--- src/rtl/ir_pkg.sv ---
// Shared IR link definitions: receiver FSM state encoding and the default frame
// timing, so the transmitter and receiver agree on one set of numbers.
package ir_pkg;

  typedef logic [1:0] state_t;

  localparam state_t IDLE  = 2'd0;
  localparam state_t SYNC  = 2'd1;
  localparam state_t SPACE = 2'd2;
  localparam state_t BIT   = 2'd3;

  // Nominal level lengths in clk_in cycles at 100 MHz
  localparam int SBD            = 240_000;
  localparam int BSD            = 60_000;
  localparam int BBD0           = 60_000;
  localparam int BBD1           = 120_000;
  localparam int MARGIN         = 20_000;
  localparam int MESSAGE_LENGTH = 30;

endpackage

--- src/rtl/ir_receiver_sync_edge.sv ---
// Two-flop synchronizer for the asynchronous IR envelope, plus single-cycle
// rise/fall strobes derived from the synchronized level and its previous copy.
module sync_edge (
  input  logic clk_in,
  input  logic rst_n_in,
  input  logic async_sig,
  output logic rise,
  output logic fall
);

  logic meta;
  logic stable;
  logic stable_d;

  always_ff @(posedge clk_in or negedge rst_n_in) begin
    if (!rst_n_in) begin
      meta     <= 1'b0;
      stable   <= 1'b0;
      stable_d <= 1'b0;
    end else begin
      meta     <= async_sig;
      stable   <= meta;
      stable_d <= stable;
    end
  end

  assign rise = stable & ~stable_d;
  assign fall = ~stable & stable_d;

endmodule

--- src/rtl/ir_receiver.sv ---
// Pulse-width IR frame decoder: measures every high/low level, classifies it
// against the timing windows and emits the payload with a one-cycle valid strobe.
module ir_receiver #(
  parameter int SBD            = ir_pkg::SBD,
  parameter int BSD            = ir_pkg::BSD,
  parameter int BBD0           = ir_pkg::BBD0,
  parameter int BBD1           = ir_pkg::BBD1,
  parameter int MARGIN         = ir_pkg::MARGIN,
  parameter int MESSAGE_LENGTH = ir_pkg::MESSAGE_LENGTH
) (
  input  logic                      clk_in,
  input  logic                      rst_n_in,
  input  logic                      signal_in,
  output logic [MESSAGE_LENGTH-1:0] data_out,
  output logic                      data_valid_out,
  output logic                      error_out,
  output logic                      busy_out
);

  import ir_pkg::*;

  localparam int BCW = $clog2(MESSAGE_LENGTH + 1);
  localparam logic [31:0] SYNC_MAX  = 32'(SBD + MARGIN);
  localparam logic [31:0] SPACE_MAX = 32'(BSD + MARGIN);
  localparam logic [31:0] BIT_MAX   = 32'(BBD1 + MARGIN);

  if (!((BBD0 + MARGIN < BBD1 - MARGIN) && (MARGIN < BSD) && (MESSAGE_LENGTH >= 2)))
  begin : g_bad_params
    $error("ir_receiver: overlapping bit windows, MARGIN >= BSD or MESSAGE_LENGTH < 2");
  end

  logic                      rise;
  logic                      fall;
  logic [31:0]               level_count;
  state_t                    state;
  logic [BCW-1:0]            bit_cnt;
  logic [MESSAGE_LENGTH-1:0] shift_reg;
  logic                      bit_is_one;
  logic                      bit_ok;
  logic                      last_bit;

  // 33-bit compare so a saturated counter cannot wrap into the window
  function automatic logic in_window(input logic [31:0] cnt, input int nominal);
    logic [32:0] c;
    c = {1'b0, cnt};
    return (c + 33'(MARGIN) >= 33'(nominal)) && (c <= 33'(nominal) + 33'(MARGIN));
  endfunction

  sync_edge u_sync_edge (
    .clk_in    (clk_in),
    .rst_n_in  (rst_n_in),
    .async_sig (signal_in),
    .rise      (rise),
    .fall      (fall)
  );

  always_ff @(posedge clk_in or negedge rst_n_in) begin
    if (!rst_n_in) begin
      level_count <= '0;
    end else if (rise || fall) begin
      level_count <= '0;
    end else if (level_count != '1) begin
      level_count <= level_count + 32'd1;
    end
  end

  assign bit_is_one = in_window(level_count, BBD1);
  assign bit_ok     = bit_is_one || in_window(level_count, BBD0);
  assign last_bit   = (bit_cnt == BCW'(MESSAGE_LENGTH - 1));
  assign busy_out   = (state != IDLE);

  // Any failed window or timeout aborts to IDLE; data_out only moves on success
  always_ff @(posedge clk_in or negedge rst_n_in) begin
    if (!rst_n_in) begin
      state          <= IDLE;
      bit_cnt        <= '0;
      shift_reg      <= '0;
      data_out       <= '0;
      data_valid_out <= 1'b0;
      error_out      <= 1'b0;
    end else begin
      data_valid_out <= 1'b0;
      error_out      <= 1'b0;
      case (state)
        IDLE: begin
          if (rise) state <= SYNC;
        end
        SYNC: begin
          if (fall && in_window(level_count, SBD)) begin
            state   <= SPACE;
            bit_cnt <= '0;
          end else if (fall || level_count > SYNC_MAX) begin
            state     <= IDLE;
            error_out <= 1'b1;
          end
        end
        SPACE: begin
          if (rise && in_window(level_count, BSD)) begin
            state <= BIT;
          end else if (rise || level_count > SPACE_MAX) begin
            state     <= IDLE;
            error_out <= 1'b1;
          end
        end
        BIT: begin
          if (fall && bit_ok) begin
            shift_reg <= {shift_reg[MESSAGE_LENGTH-2:0], bit_is_one};
            bit_cnt   <= bit_cnt + BCW'(1);
            if (last_bit) begin
              data_out       <= {shift_reg[MESSAGE_LENGTH-2:0], bit_is_one};
              data_valid_out <= 1'b1;
              state          <= IDLE;
            end else begin
              state <= SPACE;
            end
          end else if (fall || level_count > BIT_MAX) begin
            state     <= IDLE;
            error_out <= 1'b1;
          end
        end
        default: state <= IDLE;
      endcase
    end
  end

endmodule

--- config.mk ---
export PLATFORM = sky130hd
export DESIGN_NAME = ir_receiver
export DESIGN_NICKNAME = d
export VERILOG_FILES = /design/src/rtl/ir_pkg.sv /design/src/rtl/ir_receiver_sync_edge.sv /design/src/rtl/ir_receiver.sv
export SDC_FILE = /design/constraint.sdc
export NUM_CORES = 1
export LEC_CHECK = 0
export BUFFER_PORTS_ARGS = -buffer_cell sky130_fd_sc_hd__buf_2
export CAP_MARGIN = 5
export CORE_MARGIN = 3
export CORE_UTILIZATION = 30
export CTS_CLUSTER_DIAMETER = 120
export DETAILED_ROUTE_END_ITERATION = 10
export SLEW_MARGIN = 40
export SYNTH_ARGS = -nofsm -noshare
export SYNTH_HDL_FRONTEND = slang
export SYNTH_SLANG_ARGS = --single-unit
--- constraint.sdc ---
create_clock -name clk_in -period 5.6 [get_ports clk_in]
set_input_delay 1.68 -clock clk_in [delete_from_list [all_inputs] [get_ports clk_in]]
set_output_delay 1.68 -clock clk_in [all_outputs]
set_load 0.01 [all_outputs]
==> impl_metrics.env, run 1 <==
export IMPL_grt_first_pass_wirelength_um=22400
export IMPL_finalSetupViolCount=0
export IMPL_r2r_start="level_count[8]"
export IMPL_antenna_left=0
export IMPL_synth_area_mm2=0.00589
export IMPL_fin_skew_ps=13.6
export IMPL_io_pins=36
export IMPL_wirelength_um=13200
export IMPL_core_area_mm2=0.0190
export IMPL_hpwl_um=8880
export IMPL_die_area_mm2=0.0213
export IMPL_post_cts_buffers=0
export IMPL_drtPass1Iterations=5
export IMPL_rows=50
export IMPL_maxSlewViolCount=0
export IMPL_cts_tree="yes"
export IMPL_tns_ps=0
export IMPL_hold_slack_ps=363
export IMPL_crit_path_end_kind="register"
export IMPL_syn_num_nets=596
export IMPL_grt_pass1_vias=4332
export IMPL_rsz0062_at_grt="false"
export IMPL_routed_via_count=4531
export IMPL_relSlewSlack_pct=48.2
export IMPL_drive_above_1_share_pct=17.8
export IMPL_synth_most_common_cell="dfrtp_1"
export IMPL_crit_arrival_ps=4530
export IMPL_peakVddDrop_mv=0.132
export IMPL_antenna_found_initial=0
export IMPL_die_h_um=146
export IMPL_tightest_slew_ps=771
export IMPL_crit_path_max_fanout=22
export IMPL_clock_sinks=103
export IMPL_synth_seq_cells=103
export IMPL_period_share_pct=76.9
export IMPL_synth_edf_count=0
export IMPL_hold_path_class="reg2reg"
export IMPL_gp_congestion=0.865
export IMPL_async_flop_share_pct=100
export IMPL_portBuffers=35
export IMPL_synth_common_cells="dfrtp_1, nor2_1, mux2_2"
export IMPL_htree_levels=3
export IMPL_grt_start_max_net_pins=75
export IMPL_ys_types=71
export IMPL_critPathKind="reg2reg"
export IMPL_r2r_cells=9
export IMPL_power_per_cell_area_mw_per_mm2=233
export IMPL_ys_seq_area_share_pct=43.8
export IMPL_cts_root_buf="clkbuf_16"
export IMPL_synth_flop_cell="dfrtp_1"
export IMPL_clk_latency_ps=350
export IMPL_drv_cap=0
export IMPL_hold_end="u_sync_edge.stable"
export IMPL_p_leak_uw=0.00287
export IMPL_largest_reg_flops=32
export IMPL_synthCells=583
export IMPL_netlist_area_leader_share_pct=43.8
export IMPL_hold_depth=0
export IMPL_drc_errors=0
export IMPL_vias_per_cell=5.29
export IMPL_reg2reg_slack_ps=1290
export IMPL_wl_per_cell_um=15.4
export IMPL_drt_iter0_markers=261
export IMPL_period_minus_slack_ps=4310
export IMPL_cts_buffer_depth=2
export IMPL_ctsResizeCount=0
export IMPL_worstReg2RegEnd="data_out[26]"
export IMPL_finalHoldViolCount=0
export IMPL_nNetsFinal=604
export IMPL_cts_made_buffers=9
export IMPL_diodes=0
export IMPL_syn_to_final_growth_pct=11.6
export IMPL_start_util_pct=31.0
export IMPL_path_clk_slew_ps=80
export IMPL_start_kind="register"
export IMPL_fmax_mhz=232
export IMPL_grtUsageTotal_pct=12.4
export IMPL_synth_area_leaders="dfrtp_1, mux2_2, mux2_1"
export IMPL_ctsHoldBuffers=0
export IMPL_yosys_warnings=0
export IMPL_worstHoldStart="u_sync_edge.meta"
export IMPL_syn_area_per_cell_um2=10.1
export IMPL_synth_area_leader_cell="dfrtp_1"
export IMPL_outcome="finished clean"
export IMPL_fp_dieW_um=146
export IMPL_required_ps=5830
export IMPL_grt_ovfl_total=0
## area by class of cell
| type | count | area, um2 |
|---|---|---|
| Sequential cell | 103 | 2580 |
| Clock inverter | 7 | 98.8 |
| Fill cell | 1971 | 12400 |
| Tap cell | 260 | 325 |
| Timing Repair Buffer | 39 | 244 |
| Inverter | 22 | 82.6 |
| Multi-Input combinational cell | 416 | 3020 |
| Clock buffer | 9 | 225 |
## how the worst max path moves through the flow
stage	startpoint	to
floorplan	level_count[5]	data_out[21]
global placement	level_count[8]	data_out[25]
detailed placement	level_count[8]	data_out[26]
CTS	level_count[8]	data_out[26]
global route	level_count[8]	data_out[25]
finish	level_count[8]	data_out[26]
## where the power goes
part | switching, uW | internal, uW | total (uW) | leakage [uW]
Combinational | 48.5 | 27.2 | 75.7 | 0.00129
Clock | 320 | 361 | 682 | 0.000154
Sequential | 18.6 | 753 | 772 | 0.00143
## critical path, cell delays in order (launching register included)
cell and delay, ps:
dfrtp_1 750, nand4_1 630, a211o_1 490, a2111oi_0 400
a21oi_1 100, and4_1 250, a31o_4 270, a211oi_4 690
buf_12 250, mux2_1 340
## cell families (layout without fill, tap and decap cells)
logic type                 Yosys count  in the layout  share of synthesized area [%]
xor gates and xnor gates            28             28                           4.16
AOI/OAI and AO/OA                  119            119                           15.1
buffers and inverters               64             77                           5.08
DFF                                103            103                           43.8
muxes                               65             65                           12.3
and+or+nand+nor                    194            194                           17.5
adders and majority gates           10             10                           2.12
## metal layers
| layer | share of wire [%] | vias to the layer above | wire length [um] | track usage [%] |
|---|---|---|---|---|
| met3 | 4.3 | 20 | 562 | 2.08 |
| met5 | 0 | - | 0 | 0 |
| met1 | 49 | 2214 | 6440 | 18.0 |
| li1 | - | 2183 | - | - |
| met4 | 2.0 | 0 | 269 | 4.80 |
| met2 | 45 | 114 | 5890 | 18.7 |
## metrics by stage
stage               util, %  instances  instance area (um2)  total power (uW)  setup slack, ps
floorplan                 -        583                 5890               831             2420
detailed placement     32.9        840                 6250               864             1360
finish                 34.6        856                 6570              1530             1290
CTS                    34.6        856                 6570              1550             1320
global placement       32.7        839                 6210               863             1420
global route           34.6        856                 6570              1590              893
## cell usage in the layout (no fill, tap or decap), types with 18 or more instances in the layout
cell       n
dfrtp_1  103
o21ai_0   22
mux2_2    35
nand3_1   23
buf_2     34
inv_1     20
mux2_1    25
nand2_1   31
nand4_1   24
nor2_1    46
xnor2_1   18
Note: power is estimated with default switching activity, not from simulation.
==> run 2: changes to the inputs <==
Settings changed: ABC_AREA set to 1.
Clock period 5.6 ns to 4.5 ns, I/O delays scaled along.
==> impl_metrics.env, run 2 <==
export IMPL_multi_input_area_mm2=0.00282
export IMPL_final_cell_mix="nand2_1, dfrtp_1, nor2_1"
export IMPL_critPathLaunch="level_count[6]"
export IMPL_yosys_warnings=0
export IMPL_synthCells=828
export IMPL_finalSetupViolCount=0
export IMPL_drv_cap=0
export IMPL_die_h_um=146
export IMPL_cts_tree="yes"
export IMPL_wirelength_um=15200
export IMPL_clk_latency_ps=350
export IMPL_r2r_cells=18
export IMPL_maxSlewViolCount=0
export IMPL_path_clk_slew_ps=70
export IMPL_fill_cells=2095
export IMPL_synth_edf_count=0
export IMPL_worstHoldStart="u_sync_edge.meta"
export IMPL_seqPwrFrac_pct=49.9
export IMPL_synth_area_leader_cell="dfrtp_1"
export IMPL_antenna_found_initial=0
export IMPL_netlist_area_leader_share_pct=43.8
export IMPL_gp_congestion=0.945
export IMPL_grt_start_max_net_pins=54
export IMPL_p_leak_uw=0.00332
export IMPL_total_power_uw=1910
export IMPL_finalHoldViolCount=0
export IMPL_synth_seq_cells=103
export IMPL_synth_area_mm2=0.00589
export IMPL_grt_pass1_vias=5018
export IMPL_syn_to_final_growth_pct=12.3
export IMPL_cts_made_buffers=9
export IMPL_grt_first_pass_wirelength_um=25400
export IMPL_synth_flop_cell="dfrtp_1"
export IMPL_grt_ovfl_total=0
export IMPL_io_pins=36
export IMPL_ys_seq_area_share_pct=43.8
export IMPL_tightest_slew_ps=705
export IMPL_crit_path_end_kind="register"
export IMPL_drc_errors=0
export IMPL_hpwl_um=11300
export IMPL_core_area_mm2=0.0190
export IMPL_period_minus_slack_ps=3450
export IMPL_fmax_mhz=290
export IMPL_rsz0062_at_grt="false"
export IMPL_drtPass1Iterations=5
export IMPL_p_sw_uw=476
export IMPL_swShare_pct=25.0
export IMPL_ctsHoldBuffers=0
export IMPL_routed_via_count=5347
export IMPL_outcome="finished clean"
export IMPL_relSlewSlack_pct=53.0
export IMPL_critPathKind="reg2reg"
export IMPL_ctsResizeCount=0
export IMPL_synth_most_common_cell="nand2_1"
export IMPL_p_comb_share_pct=6.0
export IMPL_drt_iter0_markers=510
export IMPL_wl_per_cell_um=13.6
export IMPL_post_cts_buffers=0
export IMPL_clkPwrFrac_pct=44.1
export IMPL_required_ps=4770
export IMPL_power_per_cell_area_mw_per_mm2=288
export IMPL_seq_area_mm2=0.00258
export IMPL_async_flop_share_pct=100
export IMPL_hold_depth=0
export IMPL_synth_common_cells="nand2_1, dfrtp_1, nor2_1"
export IMPL_synth_area_leaders="dfrtp_1, nand2_1, nor2_1"
export IMPL_layout_commonest_cell="nand2_1"
export IMPL_cts_buffer_depth=2
export IMPL_tns_ps=0
export IMPL_antenna_left=0
export IMPL_peakVddDrop_mv=0.189
export IMPL_fin_skew_ps=9.29
export IMPL_crit_arrival_ps=3720
export IMPL_portBuffers=35
export IMPL_cts_root_buf="clkbuf_16"
export IMPL_die_area_mm2=0.0214
export IMPL_vias_per_cell=4.80
export IMPL_start_util_pct=31.0
export IMPL_r2r_start="level_count[6]"
export IMPL_p_int_uw=1430
export IMPL_syn_num_nets=841
export IMPL_nNetsFinal=863
export IMPL_diodes=0
export IMPL_period_share_pct=76.6
export IMPL_clock_sinks=103
export IMPL_crit_path_max_fanout=48
export IMPL_syn_area_per_cell_um2=7.11
export IMPL_fp_dieW_um=146
export IMPL_drive_above_1_share_pct=9.59
export IMPL_hold_path_class="reg2reg"
export IMPL_largest_reg_flops=32
export IMPL_ys_types=34
export IMPL_htree_levels=3
export IMPL_rows=50
export IMPL_start_kind="register"
export IMPL_grtUsageTotal_pct=14.4
==> run 2: changes by cell type in the layout (fill, tap and decap cells not counted), sizes merged, moves of 17 or more <==
cell / previous run / this run
a21oi: 17 / 40
inv: 24 / 98
mux2: 60 / 0
nand2: 31 / 244
nand3: 24 / 64
nor2: 46 / 96
o21ai: 22 / 73
xnor2: 18 / 1
==> run 2: final cells by class <==
cell class,instances,area share [%]
Multi-Input combinational cell,602,42.6
Sequential cell,103,38.9
Inverter,95,5.39
Tap cell,260,4.92
Clock buffer,10,3.61
Timing Repair Buffer,39,3.33
Clock inverter,6,1.23
==> run 2: kinds of logic after synthesis <==
group	Yosys count	synth area share, %
AO/OA/AOI/OAI	130	11.8
XOR/XNOR	8	1.19
adder cells (fa/ha/maj)	10	2.12
buffers and inverters	123	8.45
flip-flops	103	43.8
AND/OR/NAND/NOR	454	32.7
==> run 2: worst paths after layout <==
check | end | slack (ps)
min in group asynchronous | data_valid_out | 1050
min reg2reg | u_sync_edge.stable | 410
max in group asynchronous | shift_reg[22] | 2720
max | shift_reg[23] | 1050
max reg2reg | shift_reg[23] | 1050
min | u_sync_edge.stable | 410
==> run 2: routing by layer <==
| layer | share of wire [%] | track usage [%] |
|---|---|---|
| met1 | 46 | 19.2 |
| met2 | 47 | 23.8 |
| met3 | 5.4 | 2.79 |
| met4 | 1.9 | 4.19 |
| met5 | 0 | 0 |
==> run 2: power by group through the flow <==
stage                     Sequential [uW]  Combinational, uW  Clock, uW
after floorplan                       959               76.2          0
after global placement                969                117          0
after detailed placement              970                118          0
after CTS                             951                118        877
after global routing                  953                132        911
final                                 951                115        841
==> run 2: per-stage QoR <==
step | instance area (um2) | cells | setup WS [ps] | hold slack (ps) | utilization, %
floorplan | 5890 | 828 | 2100 | 331 | -
global placement | 6290 | 1099 | 1140 | 396 | 33.1
detailed placement | 6290 | 1099 | 1070 | 397 | 33.1
CTS | 6620 | 1115 | 1050 | 416 | 34.8
global route | 6620 | 1115 | 667 | 438 | 34.8
finish | 6620 | 1115 | 1050 | 411 | 34.8
==> run 2: critical path: stages, from the launching register on <==
cell and delay (ps):
dfrtp_1 460, ha_1 340, nand3_2 170, nand2_1 130
nand2_1 70, nand2_2 190, nand3_1 100, nand2_1 80
nand2_1 40, nor2_1 160, nand2_1 90, nor2_2 190
nand3_1 120, nand2_1 90, nand2_1 120, nand3_4 360
buf_4 450, nor2_1 80, a21oi_1 120
